## src/rtl/cpu_bus_pkg.sv

```systemverilog
// Shared encodings for the memory bus: arbiter FSM states and bus owner codes.
package cpu_bus_pkg;

  localparam logic [1:0] ST_IDLE   = 2'd0;
  localparam logic [1:0] ST_ACCESS = 2'd1;
  localparam logic [1:0] ST_DONE   = 2'd2;

  // Owner codes double as one-hot winner vectors: bit 0 = cpu, bit 1 = ldr.
  localparam logic [1:0] OWN_NONE = 2'b00;
  localparam logic [1:0] OWN_CPU  = 2'b01;
  localparam logic [1:0] OWN_LDR  = 2'b10;

endpackage

```

## src/rtl/mem_arbiter_arb_rr2.sv

```systemverilog
// Two-way round-robin winner selection with loader lock.
import cpu_bus_pkg::*;

module arb_rr2 (
  input  logic       cpu_req,
  input  logic       ldr_req,
  input  logic [1:0] last_gnt,
  input  logic       lock,
  output logic [1:0] pick
);

  // Lone requester always wins; on contention the lock keeps the bus with the
  // loader, otherwise the port not granted most recently wins.
  always_comb begin
    pick = OWN_NONE;
    if (cpu_req && ldr_req) begin
      if (lock && (last_gnt == OWN_LDR)) pick = OWN_LDR;
      else if (last_gnt == OWN_CPU)      pick = OWN_LDR;
      else                               pick = OWN_CPU;
    end else if (cpu_req) begin
      pick = OWN_CPU;
    end else if (ldr_req) begin
      pick = OWN_LDR;
    end
  end

endmodule

```

## src/rtl/mem_arbiter.sv

```systemverilog
// Arbitrates a CPU port and a loader port onto one synchronous RAM.
// Each access takes three cycles: grant (IDLE), RAM access, done.
import cpu_bus_pkg::*;

module mem_arbiter #(
  parameter int ADDR_W = 8,
  parameter int DATA_W = 8
) (
  input  logic              clk,
  input  logic              rst,
  input  logic              cpu_req,
  input  logic              cpu_we,
  input  logic [ADDR_W-1:0] cpu_addr,
  input  logic [DATA_W-1:0] cpu_wdata,
  output logic              cpu_gnt,
  output logic              cpu_done,
  output logic [DATA_W-1:0] cpu_rdata,
  input  logic              ldr_req,
  input  logic              ldr_we,
  input  logic [ADDR_W-1:0] ldr_addr,
  input  logic [DATA_W-1:0] ldr_wdata,
  output logic              ldr_gnt,
  output logic              ldr_done,
  output logic [DATA_W-1:0] ldr_rdata,
  input  logic              ldr_lock,
  output logic [ADDR_W-1:0] mem_addr,
  output logic [DATA_W-1:0] mem_wdata,
  output logic              mem_we,
  input  logic [DATA_W-1:0] mem_rdata,
  output logic [1:0]        owner
);

  logic [1:0]        state;
  logic [1:0]        own;
  logic [1:0]        last_gnt;
  logic [1:0]        pick;
  logic              we_q;
  logic [ADDR_W-1:0] addr_q;
  logic [DATA_W-1:0] wdata_q;
  logic [DATA_W-1:0] cpu_rdata_q;
  logic [DATA_W-1:0] ldr_rdata_q;
  logic              busy;
  logic              in_idle;
  logic              in_done;

  arb_rr2 u_arb (
    .cpu_req  (cpu_req),
    .ldr_req  (ldr_req),
    .last_gnt (last_gnt),
    .lock     (ldr_lock),
    .pick     (pick)
  );

  // Outputs are gated by rst so an aborted access shows no done, no write and
  // no owner already in the first reset cycle, before the state register clears.
  assign in_idle = rst && (state == ST_IDLE);
  assign in_done = rst && (state == ST_DONE);
  assign busy    = rst && (state != ST_IDLE);

  // FSM, request latches, round-robin pointer and read-data capture.
  always_ff @(posedge clk) begin
    if (!rst) begin
      state       <= ST_IDLE;
      own         <= OWN_NONE;
      last_gnt    <= OWN_NONE;
      we_q        <= 1'b0;
      addr_q      <= '0;
      wdata_q     <= '0;
      cpu_rdata_q <= '0;
      ldr_rdata_q <= '0;
    end else begin
      case (state)
        ST_IDLE: begin
          if (pick != OWN_NONE) begin
            own      <= pick;
            last_gnt <= pick;
            we_q     <= pick[0] ? cpu_we    : ldr_we;
            addr_q   <= pick[0] ? cpu_addr  : ldr_addr;
            wdata_q  <= pick[0] ? cpu_wdata : ldr_wdata;
            state    <= ST_ACCESS;
          end
        end
        ST_ACCESS: state <= ST_DONE;
        ST_DONE: begin
          if (!we_q && own == OWN_CPU) cpu_rdata_q <= mem_rdata;
          if (!we_q && own == OWN_LDR) ldr_rdata_q <= mem_rdata;
          own   <= OWN_NONE;
          state <= ST_IDLE;
        end
        default: state <= ST_IDLE;
      endcase
    end
  end

  // Grant/done pulses, RAM drive and owner; read data bypasses the register
  // during done so it is valid in the same cycle as the done pulse.
  always_comb begin
    cpu_gnt   = in_idle && pick[0];
    ldr_gnt   = in_idle && pick[1];
    cpu_done  = in_done && (own == OWN_CPU);
    ldr_done  = in_done && (own == OWN_LDR);
    mem_addr  = busy ? addr_q  : '0;
    mem_wdata = busy ? wdata_q : '0;
    mem_we    = rst && (state == ST_ACCESS) && we_q;
    owner     = busy ? own : OWN_NONE;
    cpu_rdata = (cpu_done && !we_q) ? mem_rdata : cpu_rdata_q;
    ldr_rdata = (ldr_done && !we_q) ? mem_rdata : ldr_rdata_q;
  end

endmodule

```

## config.mk

```make
export PLATFORM = sky130hd
export DESIGN_NAME = mem_arbiter
export DESIGN_NICKNAME = d
export VERILOG_FILES = /design/src/rtl/cpu_bus_pkg.sv /design/src/rtl/mem_arbiter_arb_rr2.sv /design/src/rtl/mem_arbiter.sv
export SDC_FILE = /design/constraint.sdc
export NUM_CORES = 1
export LEC_CHECK = 0
export CORE_UTILIZATION = 40
export CTS_CLUSTER_DIAMETER = 120
export CTS_CLUSTER_SIZE = 12
export DETAILED_ROUTE_END_ITERATION = 6
export PLACE_DENSITY = 0.79
export SYNTH_ARGS = -nofsm -noshare
export SYNTH_HDL_FRONTEND = slang
export SYNTH_SLANG_ARGS = --single-unit
```

## constraint.sdc

```tcl
create_clock -name clk -period 1.95 [get_ports clk]
set_input_delay 0.39 -clock clk [delete_from_list [all_inputs] [get_ports clk]]
set_output_delay 0.39 -clock clk [all_outputs]
set_load 0.01 [all_outputs]
```

==> impl_metrics.prom, run 1 <==
# TYPE chip_impl_metric gauge
chip_impl_metric{name="postSynthAreaPerCell",unit="µm²"} 8.96
chip_impl_info{name="rsz0062_at_grt",value="true"} 1
chip_impl_metric{name="power.net_switching",unit="W"} 0.000526
chip_impl_metric{name="post_route_cells_drive_above_1_share",unit="%"} 36.4
chip_impl_metric{name="synth_mux_area_share",unit="%"} 9.57
chip_impl_metric{name="drt_pre_antenna_iters",unit=""} 6
chip_impl_metric{name="wl_per_cell",unit="µm"} 15.0
chip_impl_metric{name="timing.final.ws_setup",unit="ns"} -0.140
chip_impl_metric{name="buffers_on_ports",unit=""} 85
chip_impl_metric{name="hold_ws",unit="ns"} 0.483
chip_impl_metric{name="die_x",unit="µm"} 70.6
chip_impl_metric{name="clk_pin_slew",unit="ns"} 0.07
chip_impl_metric{name="die_y",unit="µm"} 70.6
chip_impl_info{name="worstSetupEndpointType",value="output pin"} 1
chip_impl_metric{name="power.switching_fraction",unit="%"} 27.5
chip_impl_info{name="setup.worst_path.class",value="flop to output pin"} 1
chip_impl_metric{name="initial_core_util",unit="%"} 42.3
chip_impl_metric{name="synthesis.nets",unit=""} 257
chip_impl_metric{name="grt_start_max_net_pins",unit=""} 18
chip_impl_metric{name="syn2layout_area_growth",unit="%"} 75.9
chip_impl_metric{name="comb_power_share",unit="%"} 25.7
chip_impl_metric{name="n_antenna_cell",unit=""} 0
chip_impl_metric{name="global_route_wire_length_before_repair",unit="µm"} 9580
chip_impl_metric{name="design_power_total",unit="W"} 0.00191
chip_impl_metric{name="cts_max_path_buffers",unit=""} 2
chip_impl_metric{name="clock_sink_count",unit=""} 39
chip_impl_metric{name="slew_viol_final",unit=""} 0
chip_impl_metric{name="num_rows",unit=""} 24
chip_impl_metric{name="share_of_the_synthesized_area_in_compound_gates_ao_oa_aoi_oai",unit="%"} 24.1
chip_impl_metric{name="weighted_congestion_reported_at_the_end_of_routability_driven_placement",unit=""} 0.761
chip_impl_metric{name="power.share.sequential",unit="%"} 47.0
chip_impl_info{name="dominant_cells_by_area_after_synthesis",value="dfxtp_1 41%, a21oi_1 12%, a22o_1 7.4%"} 1
chip_impl_metric{name="clock_power_share",unit="%"} 27.4
chip_impl_metric{name="reg2reg_setup_slack",unit="ns"} 0.38
chip_impl_metric{name="initial_detailed_routing_violation_count",unit=""} 152
chip_impl_metric{name="yosys.area.top_type_share",unit="%"} 41.5
chip_impl_metric{name="powerDensity",unit="mW/mm²"} 577
chip_impl_info{name="violations",value="design-rule violations, negative setup slack"} 1
chip_impl_metric{name="max_cap_violations",unit=""} 0
chip_impl_metric{name="critical_path_required",unit="ns"} 1.56
chip_impl_metric{name="max-slew-margin-rel",unit="%"} 55.6
chip_impl_metric{name="worst_margin_pin_slew",unit="ns"} 0.666
chip_impl_metric{name="detailroute.via_count",unit=""} 2044
chip_impl_metric{name="yosys.area_share.simple",unit="%"} 19.7
chip_impl_metric{name="worst_r2r_path_depth",unit=""} 7
chip_impl_info{name="synthDominantAreaCellType",value="dfxtp_1"} 1
chip_impl_metric{name="synth.ff_latch_count",unit=""} 39
chip_impl_metric{name="number_of_buffers_added_by_the_clock_tree_synthesis_step",unit=""} 5
chip_impl_info{name="worstSetupStartpointType",value="flop"} 1
chip_impl_metric{name="drt-total-wl",unit="µm"} 5910
chip_impl_metric{name="finalNetCount",unit=""} 389
chip_impl_metric{name="power.static_leakage",unit="nW"} 1.50
chip_impl_metric{name="floorplan.io_pins",unit=""} 86
chip_impl_info{name="layout.cells.most_common_list",value="45 x a21oi_1, 44 x clkdlybuf4s50_1, 42 x buf_4"} 1
chip_impl_info{name="outcome",value="complete, but fails checks"} 1
chip_impl_metric{name="worst_hold_path.num_cells",unit=""} 1
chip_impl_metric{name="globalRoute.totalOverflow",unit=""} 0
chip_impl_metric{name="maxClockFrequency",unit="MHz"} 478
chip_impl_info{name="regToRegStartpoint",value="state[0]$_SDFFE_PN0P_"} 1
chip_impl_metric{name="ant_nets",unit=""} 0
chip_impl_info{name="min-delay-start",value="ldr_rdata_q[4]$_SDFFE_PN0P_"} 1
chip_impl_metric{name="fillerInstances",unit=""} 316
chip_impl_metric{name="p_int",unit="W"} 0.00138
chip_impl_metric{name="grt_antenna_before_repair",unit=""} 0
chip_impl_info{name="dominant_combinational_cell_family_by_area_after_synthesis",value="compound AO/OA/AOI/OAI gates"} 1
chip_impl_info{name="critical_path.reg2reg.endpoint",value="addr_q[4]$_SDFFE_PN0P_"} 1
chip_impl_info{name="min_path_type",value="flop to flop"} 1
chip_impl_metric{name="maximum_vdd_drop",unit="mV"} 0.479
chip_impl_metric{name="timing.final.hold_violations",unit=""} 0
chip_impl_metric{name="netlist_area",unit="mm²"} 0.00188
chip_impl_metric{name="cp_max_fo",unit=""} 6
chip_impl_info{name="cts-root-buf",value="clkbuf_8"} 1
chip_impl_metric{name="routed_via_density",unit=""} 5.17
chip_impl_metric{name="netlist_instances",unit=""} 210
chip_impl_metric{name="hold_buffers",unit=""} 0
chip_impl_metric{name="max_h_tree_level",unit=""} 2
chip_impl_info{name="final_common_cell",value="a21oi_1"} 1
chip_impl_metric{name="utilization",unit="%"} 74.5
chip_impl_metric{name="setup-violations-final",unit=""} 19
chip_impl_metric{name="arrival",unit="ns"} 1.70
chip_impl_metric{name="post_synthesis_share_of_cell_area_spent_on_full_adders_half_adders_and_majority_gates",unit="%"} 0
chip_impl_metric{name="period_share",unit="%"} 107
chip_impl_metric{name="part_of_the_yosys_area_used_for_sequential_elements",unit="%"} 41.5
chip_impl_info{name="hold-path-endpoint",value="ldr_rdata_q[4]$_SDFFE_PN0P_"} 1
chip_impl_metric{name="grt_usage",unit="%"} 24.2
chip_impl_metric{name="number_of_warning_messages_in_the_yosys_log",unit=""} 0
chip_impl_metric{name="fp.coreArea",unit="mm²"} 0.00444
chip_impl_metric{name="dp_hpwl",unit="µm"} 3880
chip_impl_metric{name="yosys.area_share.xor_xnor",unit="%"} 0
chip_impl_metric{name="route.detailed.drc",unit=""} 2
chip_impl_metric{name="vias_in_the_first_global_route",unit=""} 2049
chip_impl_info{name="tritoncts",value="done"} 1
chip_impl_metric{name="clock_latency_late_sink",unit="ns"} 0.29
chip_impl_metric{name="finalCriticalPeriod",unit="ns"} 2.09
chip_impl_metric{name="synth_cell_type_count",unit=""} 33
chip_impl_metric{name="layout_skew",unit="ns"} 0.00721
chip_impl_metric{name="die_area",unit="mm²"} 0.00498
==> critical path, stage by stage (launching register included) <==
cell     delay (ns)
dfxtp_2        0.35
nor2_4         0.11
nand2_2        0.08
nor3_4         0.16
buf_12         0.15
buf_8          0.13
mux2_4         0.31
buf_6          0.12
==> cells by family after synthesis <==
kind of cell | count (synthesis)
muxes | 16
buffers and inverters | 15
AOI/OAI and AO/OA | 74
and+or+nand+nor | 66
DFF | 39
==> layout make-up <==
type	count	area, µm²	area share [%]
Inverter	2	7.51	0.227
Sequential cell	39	787	23.8
Timing Repair Buffer	138	1270	38.2
Multi-Input combinational cell	156	1100	33.3
Clock inverter	1	5.00	0.151
Clock buffer	7	76.3	2.31
Tap cell	52	65.1	1.97
==> sequential cells by signal (all words and copies together) (netlist names) <==
name and count:
addr_q 8, cpu_rdata_q 8, ldr_rdata_q 8, wdata_q 8
last_gnt 2, own 2, state 2, we_q 1
==> worst max path at each step <==
stage | from | to | slack [ns]
2_1_floorplan | rst | cpu_rdata[5] | 0.09
3_3_place_gp | rst | cpu_gnt | -0.70
3_5_place_dp | rst | cpu_gnt | -0.68
4_1_cts | state[0]$_SDFFE_PN0P_ | ldr_rdata[3] | -0.19
5_1_grt | state[0]$_SDFFE_PN0P_ | ldr_rdata[1] | -0.20
6_report | state[0]$_SDFFE_PN0P_ | ldr_rdata[1] | -0.14
==> metrics by stage <==
stage / setup TNS, ns / std cells / setup WS, ns / instance area (µm²)
2_1_floorplan: 0 / 210 / 0.0930 / 1880
3_3_place_gp: -26.85 / 373 / -0.699 / 3040
3_5_place_dp: -27.38 / 373 / -0.682 / 3040
4_1_cts: -1.63 / 392 / -0.195 / 3310
5_1_grt: -2.72 / 395 / -0.204 / 3310
6_report: -1.66 / 395 / -0.140 / 3310
==> metal layers <==
| layer | routed length (µm) | GRT usage (%) | vias up |
|---|---|---|---|
| met4 | 177 | 9.33 | 0 |
| met3 | 185 | 2.99 | 18 |
| met2 | 2970 | 41.5 | 53 |
| li1 | - | - | 1009 |
| met5 | 0 | 0 | - |
| met1 | 2580 | 31.1 | 964 |
==> timing repair <==
action / 4_1_cts / 5_1_grt
setup endpoints to repair: 39 / 37
pin swaps: 4 / 2
setup buffers: 11 / 3
gates resized for setup: 152 / 28
==> synthesized netlist by cell type (all sizes together) <==
| cell | n |
|---|---|
| nor2 | 8 |
| inv | 2 |
| nand3b | 1 |
| nand2b | 2 |
| or3b | 1 |
| nor2b | 1 |
| nand2 | 23 |
| dfxtp | 39 |
| a21oi | 45 |
| and3b | 1 |
| buf | 9 |
| or3 | 1 |
| o31ai | 1 |
| a21boi | 1 |
| nor3 | 3 |
| o21a | 1 |
| a22o | 16 |
| o31a | 2 |
| and3 | 4 |
| o2bb2ai | 1 |
| nand3 | 1 |
| clkbuf | 4 |
| nand4b | 1 |
| mux2 | 16 |
| o21ai | 6 |
| o211a | 1 |
| and2 | 19 |
==> power groups by stage <==
stage	logic, W	clock network [W]	registers (W)
after global placement	0.000460	0	0.000907
after floorplan	0.000209	0	0.000904
final	0.000490	0.000523	0.000897
after global routing	0.000534	0.000583	0.000906
after CTS	0.000480	0.000537	0.000893
after detailed placement	0.000465	0	0.000910
Power figures use the tool's default switching activity.
==> run 2, diff against run 1 <==
--- a/config.mk
+++ b/config.mk
@@ -10,6 +10,7 @@
 export CTS_CLUSTER_SIZE = 12
 export DETAILED_ROUTE_END_ITERATION = 6
 export PLACE_DENSITY = 0.79
+export SLEW_MARGIN = 10
 export SYNTH_ARGS = -nofsm -noshare
 export SYNTH_HDL_FRONTEND = slang
 export SYNTH_SLANG_ARGS = --single-unit
==> results of run 2 <==
The final DEF is identical to that of run 1; final timing and power are the same.
==> run 3, diff against run 2 <==
--- a/config.mk
+++ b/config.mk
@@ -5,12 +5,15 @@
 export SDC_FILE = /design/constraint.sdc
 export NUM_CORES = 1
 export LEC_CHECK = 0
+export ABC_AREA = 1
 export CORE_UTILIZATION = 40
 export CTS_CLUSTER_DIAMETER = 120
 export CTS_CLUSTER_SIZE = 12
 export DETAILED_ROUTE_END_ITERATION = 6
-export PLACE_DENSITY = 0.79
+export PLACE_DENSITY = 0.77
+export RECOVER_POWER = 100
 export SLEW_MARGIN = 10
 export SYNTH_ARGS = -nofsm -noshare
 export SYNTH_HDL_FRONTEND = slang
 export SYNTH_SLANG_ARGS = --single-unit
+export TNS_END_PERCENT = 100
==> run 3 against run 2 <==
Net effect: the run ends with negative setup slack left; routed wire length grew 7.7%; highest routed layer unchanged; via count rose by 13%; clock skew fell by 0.0019 ns; critical endpoint is now ldr_rdata[4]; area after synthesis increased by 7.9%; count of clock-buffer cells in the layout fell by 2; maximum frequency is 7.1% higher.
==> impl_metrics.prom, run 3 <==
# TYPE chip_impl_metric gauge
chip_impl_metric{name="globalRoute.totalOverflow",unit=""} 0
chip_impl_metric{name="number_of_buffers_added_by_the_clock_tree_synthesis_step",unit=""} 5
chip_impl_info{name="rsz0062_at_grt",value="true"} 1
chip_impl_info{name="critical_path.cell_chain",value="inv_2, nor2_4, nand4_4, nor2_4, buf_6, nand2_2, o21ai_2, buf_2"} 1
chip_impl_info{name="dominant_cells_by_area_after_synthesis",value="dfxtp_1 38%, nand2_1 10%, inv_1 9.6%"} 1
chip_impl_metric{name="fp.coreArea",unit="mm²"} 0.00482
chip_impl_metric{name="grt_usage",unit="%"} 23.5
chip_impl_metric{name="design_power_total",unit="W"} 0.00226
chip_impl_info{name="min_path_type",value="flop to flop"} 1
chip_impl_metric{name="cts_max_path_buffers",unit=""} 2
chip_impl_metric{name="ant_nets",unit=""} 0
chip_impl_metric{name="longest_individual_stage_delay_on_the_worst_path",unit="ns"} 0.34
chip_impl_info{name="synth_flop_cell",value="dfxtp_1"} 1
chip_impl_info{name="min-delay-start",value="ldr_rdata_q[1]$_SDFFE_PN0P_"} 1
chip_impl_metric{name="synth.ff_latch_count",unit=""} 39
chip_impl_metric{name="max-slew-margin-rel",unit="%"} 73.9
chip_impl_info{name="critical_path.reg2reg.endpoint",value="addr_q[5]$_SDFFE_PN0P_"} 1
chip_impl_metric{name="weighted_congestion_reported_at_the_end_of_routability_driven_placement",unit=""} 0.757
chip_impl_metric{name="grt_start_max_net_pins",unit=""} 25
chip_impl_metric{name="power.share.sequential",unit="%"} 39.1
chip_impl_metric{name="maximum_vdd_drop",unit="mV"} 0.326
chip_impl_metric{name="part_of_the_yosys_area_used_for_sequential_elements",unit="%"} 38.4
chip_impl_metric{name="floorplan.io_pins",unit=""} 86
chip_impl_info{name="worstSetupEndpointType",value="output pin"} 1
chip_impl_metric{name="slew_viol_final",unit=""} 0
chip_impl_metric{name="max_cap_violations",unit=""} 0
chip_impl_metric{name="vias_in_the_first_global_route",unit=""} 2169
chip_impl_info{name="worstSetupStartpointType",value="flop"} 1
chip_impl_metric{name="dp_hpwl",unit="µm"} 4120
chip_impl_info{name="path_common_cell",value="nor2_4"} 1
chip_impl_metric{name="power.net_switching",unit="W"} 0.000615
chip_impl_metric{name="detailroute.via_count",unit=""} 2317
chip_impl_metric{name="netlist_instances",unit=""} 298
chip_impl_metric{name="clock_sink_count",unit=""} 39
chip_impl_metric{name="synth_enable_flop_cells",unit=""} 0
chip_impl_metric{name="finalNetCount",unit=""} 469
chip_impl_metric{name="final-seq-area",unit="µm²"} 785
chip_impl_metric{name="netlist_area",unit="mm²"} 0.00203
chip_impl_metric{name="drt-total-wl",unit="µm"} 6370
chip_impl_metric{name="post_route_cells_drive_above_1_share",unit="%"} 29.3
chip_impl_metric{name="syn2layout_area_growth",unit="%"} 69.7
chip_impl_metric{name="finalCriticalPeriod",unit="ns"} 1.95
chip_impl_metric{name="critical_path_required",unit="ns"} 1.56
chip_impl_metric{name="route.detailed.drc",unit=""} 0
chip_impl_metric{name="synthesis.nets",unit=""} 345
chip_impl_info{name="synth.most_common_cell",value="nand2_1"} 1
chip_impl_info{name="hold-path-endpoint",value="ldr_rdata_q[1]$_SDFFE_PN0P_"} 1
chip_impl_info{name="regToRegStartpoint",value="state[0]$_SDFFE_PN0P_"} 1
chip_impl_metric{name="worst_hold_path.num_cells",unit=""} 2
chip_impl_metric{name="fillerInstances",unit=""} 426
chip_impl_metric{name="initial_detailed_routing_violation_count",unit=""} 83
chip_impl_metric{name="period_share",unit="%"} 100
chip_impl_metric{name="worst_r2r_path_depth",unit=""} 9
chip_impl_metric{name="die_area",unit="mm²"} 0.00537
chip_impl_info{name="critPathTopFamily",value="simple AND/OR/NAND/NOR gates"} 1
chip_impl_metric{name="layout_skew",unit="ns"} 0.00528
chip_impl_info{name="outcome",value="complete, but fails checks"} 1
chip_impl_info{name="cts-root-buf",value="clkbuf_8"} 1
chip_impl_info{name="final_common_cell",value="inv_1"} 1
chip_impl_metric{name="global_route_wire_length_before_repair",unit="µm"} 9450
chip_impl_metric{name="max_h_tree_level",unit=""} 2
chip_impl_metric{name="initial_core_util",unit="%"} 42.2
chip_impl_metric{name="clock_power_share",unit="%"} 36.0
chip_impl_metric{name="number_of_warning_messages_in_the_yosys_log",unit=""} 0
chip_impl_metric{name="pre_cts_slack",unit="ns"} -0.467
chip_impl_metric{name="area_occupied_by_multi_input_gates",unit="mm²"} 0.00108
chip_impl_metric{name="wl_per_cell",unit="µm"} 13.0
chip_impl_metric{name="synth_async_sr_flop_share",unit="%"} 0
chip_impl_metric{name="grt_antenna_before_repair",unit=""} 0
chip_impl_metric{name="utilization",unit="%"} 71.6
chip_impl_metric{name="timing.final.ws_setup",unit="ns"} -0.00135
chip_impl_metric{name="worst_margin_pin_slew",unit="ns"} 0.390
chip_impl_metric{name="n_antenna_cell",unit=""} 0
chip_impl_metric{name="synth_cell_type_count",unit=""} 25
chip_impl_metric{name="setup-violations-final",unit=""} 1
chip_impl_metric{name="routed_via_density",unit=""} 4.73
chip_impl_metric{name="die_x",unit="µm"} 73.3
chip_impl_info{name="violations",value="negative setup slack"} 1
chip_impl_info{name="setup.worst_path.class",value="flop to output pin"} 1
chip_impl_info{name="worst_path_max_delay_cell",value="dfxtp_2"} 1
chip_impl_metric{name="hold_buffers",unit=""} 0
chip_impl_info{name="tritoncts",value="done"} 1
chip_impl_metric{name="crit_buf_inv",unit=""} 3
chip_impl_metric{name="clk_pin_slew",unit="ns"} 0.08
chip_impl_metric{name="maxClockFrequency",unit="MHz"} 512
chip_impl_metric{name="power.static_leakage",unit="nW"} 1.65
chip_impl_metric{name="arrival",unit="ns"} 1.56
chip_impl_metric{name="num_rows",unit=""} 25
chip_impl_info{name="synthDominantAreaCellType",value="dfxtp_1"} 1
chip_impl_metric{name="powerDensity",unit="mW/mm²"} 654
chip_impl_metric{name="buffers_on_ports",unit=""} 85
chip_impl_metric{name="die_y",unit="µm"} 73.3
chip_impl_metric{name="drt_pre_antenna_iters",unit=""} 4
chip_impl_metric{name="clock_latency_late_sink",unit="ns"} 0.30
chip_impl_metric{name="comb_power_share",unit="%"} 25.0
chip_impl_metric{name="reg2reg_setup_slack",unit="ns"} 0.50
chip_impl_metric{name="cp_max_fo",unit=""} 4
chip_impl_info{name="post_synth_top_cells",value="54 x nand2_1, 52 x inv_1, 39 x dfxtp_1"} 1
chip_impl_metric{name="p_int",unit="W"} 0.00164
chip_impl_metric{name="yosys.area.top_type_share",unit="%"} 38.4
chip_impl_info{name="layout.cells.most_common_list",value="50 x inv_1, 45 x clkdlybuf4s50_1, 42 x nand2_1"} 1
chip_impl_metric{name="postSynthAreaPerCell",unit="µm²"} 6.81
chip_impl_metric{name="timing.final.hold_violations",unit=""} 0
chip_impl_metric{name="power.switching_fraction",unit="%"} 27.3
[run 3: cell count changes after synthesis, sizes merged, moves of 4 or more]
cell and change:
nand3 +30, and2 -19, and3 -4, o21ai +32
a21boi +5, a21oi -31, nor2 +29, nand2 +31
inv +54, mux2 -16, a22o -16
[run 3: worst min-delay path, cell delays in order (launching register included)]
cell and delay (ns):
dfxtp_1 0.30, inv_1 0.06, o21ai_0 0.08
[run 3: power groups by stage]
| stage | clock [W] | sequential (W) | combinational [W] |
|---|---|---|---|
| 6_report | 0.000811 | 0.000881 | 0.000564 |
| 5_1_grt | 0.000854 | 0.000887 | 0.000619 |
| 4_1_cts | 0.000826 | 0.000880 | 0.000538 |
| 3_5_place_dp | 0 | 0.000895 | 0.000530 |
| 3_3_place_gp | 0 | 0.000893 | 0.000522 |
| 2_1_floorplan | 0 | 0.000891 | 0.000273 |
[run 3: final cells by class]
class	instances	share of cell area, %
repair buffers	130	33.2
multi-input cells	190	31.4
flip-flops and latches	39	22.8
inverters	56	6.17
well taps	67	2.43
clock buffers	5	2.00
clock inverters	3	1.96
[run 3: what timing repair did]
action,in CTS,in global routing
setup buffers,8,3
setup endpoints to repair,39,35
gates cloned,1,1
pin swaps,4,4
resized for setup,116,36
[run 3: cell families after synthesis]
| logic type | after synthesis | synth area share, % |
|---|---|---|
| flip-flops | 39 | 38.4 |
| buffers and inverters | 70 | 14.7 |
| AND/OR/NAND/NOR | 129 | 29.6 |
| AO/OA/AOI/OAI | 60 | 17.3 |
[run 3: worst max path at each step]
stage,from,endpoint,slack [ns],cells past startpoint
floorplan,rst,cpu_done,0.35,4
global route,state[1]$_SDFFE_PN0P_,ldr_rdata[4],-0.07,8
global placement,rst,cpu_rdata[0],-0.42,6
finish,state[1]$_SDFFE_PN0P_,ldr_rdata[4],-0.001,8
CTS,state[1]$_SDFFE_PN0P_,ldr_rdata[5],-0.08,8
detailed placement,rst,cpu_rdata[3],-0.47,6
[run 3: stage by stage]
stage | cell area, µm² | hold slack (ns) | cells | setup TNS, ns
2_1_floorplan | 2030 | 0.440 | 298 | 0
3_3_place_gp | 3150 | 0.452 | 469 | -14.18
3_5_place_dp | 3150 | 0.456 | 469 | -14.38
4_1_cts | 3320 | 0.471 | 486 | -0.251
5_1_grt | 3450 | 0.508 | 490 | -0.505
6_report | 3450 | 0.485 | 490 | -0.00135
[run 3: per-layer routing]
layer | GRT usage [%] | vias up | part of all wire [%]
met1 | 24.6 | 1022 | 40
met3 | 8.23 | 16 | 7.6
li1 | - | 1188 | -
met4 | 11.1 | 0 | 2.5
met2 | 41.9 | 91 | 50
met5 | 0 | - | 0
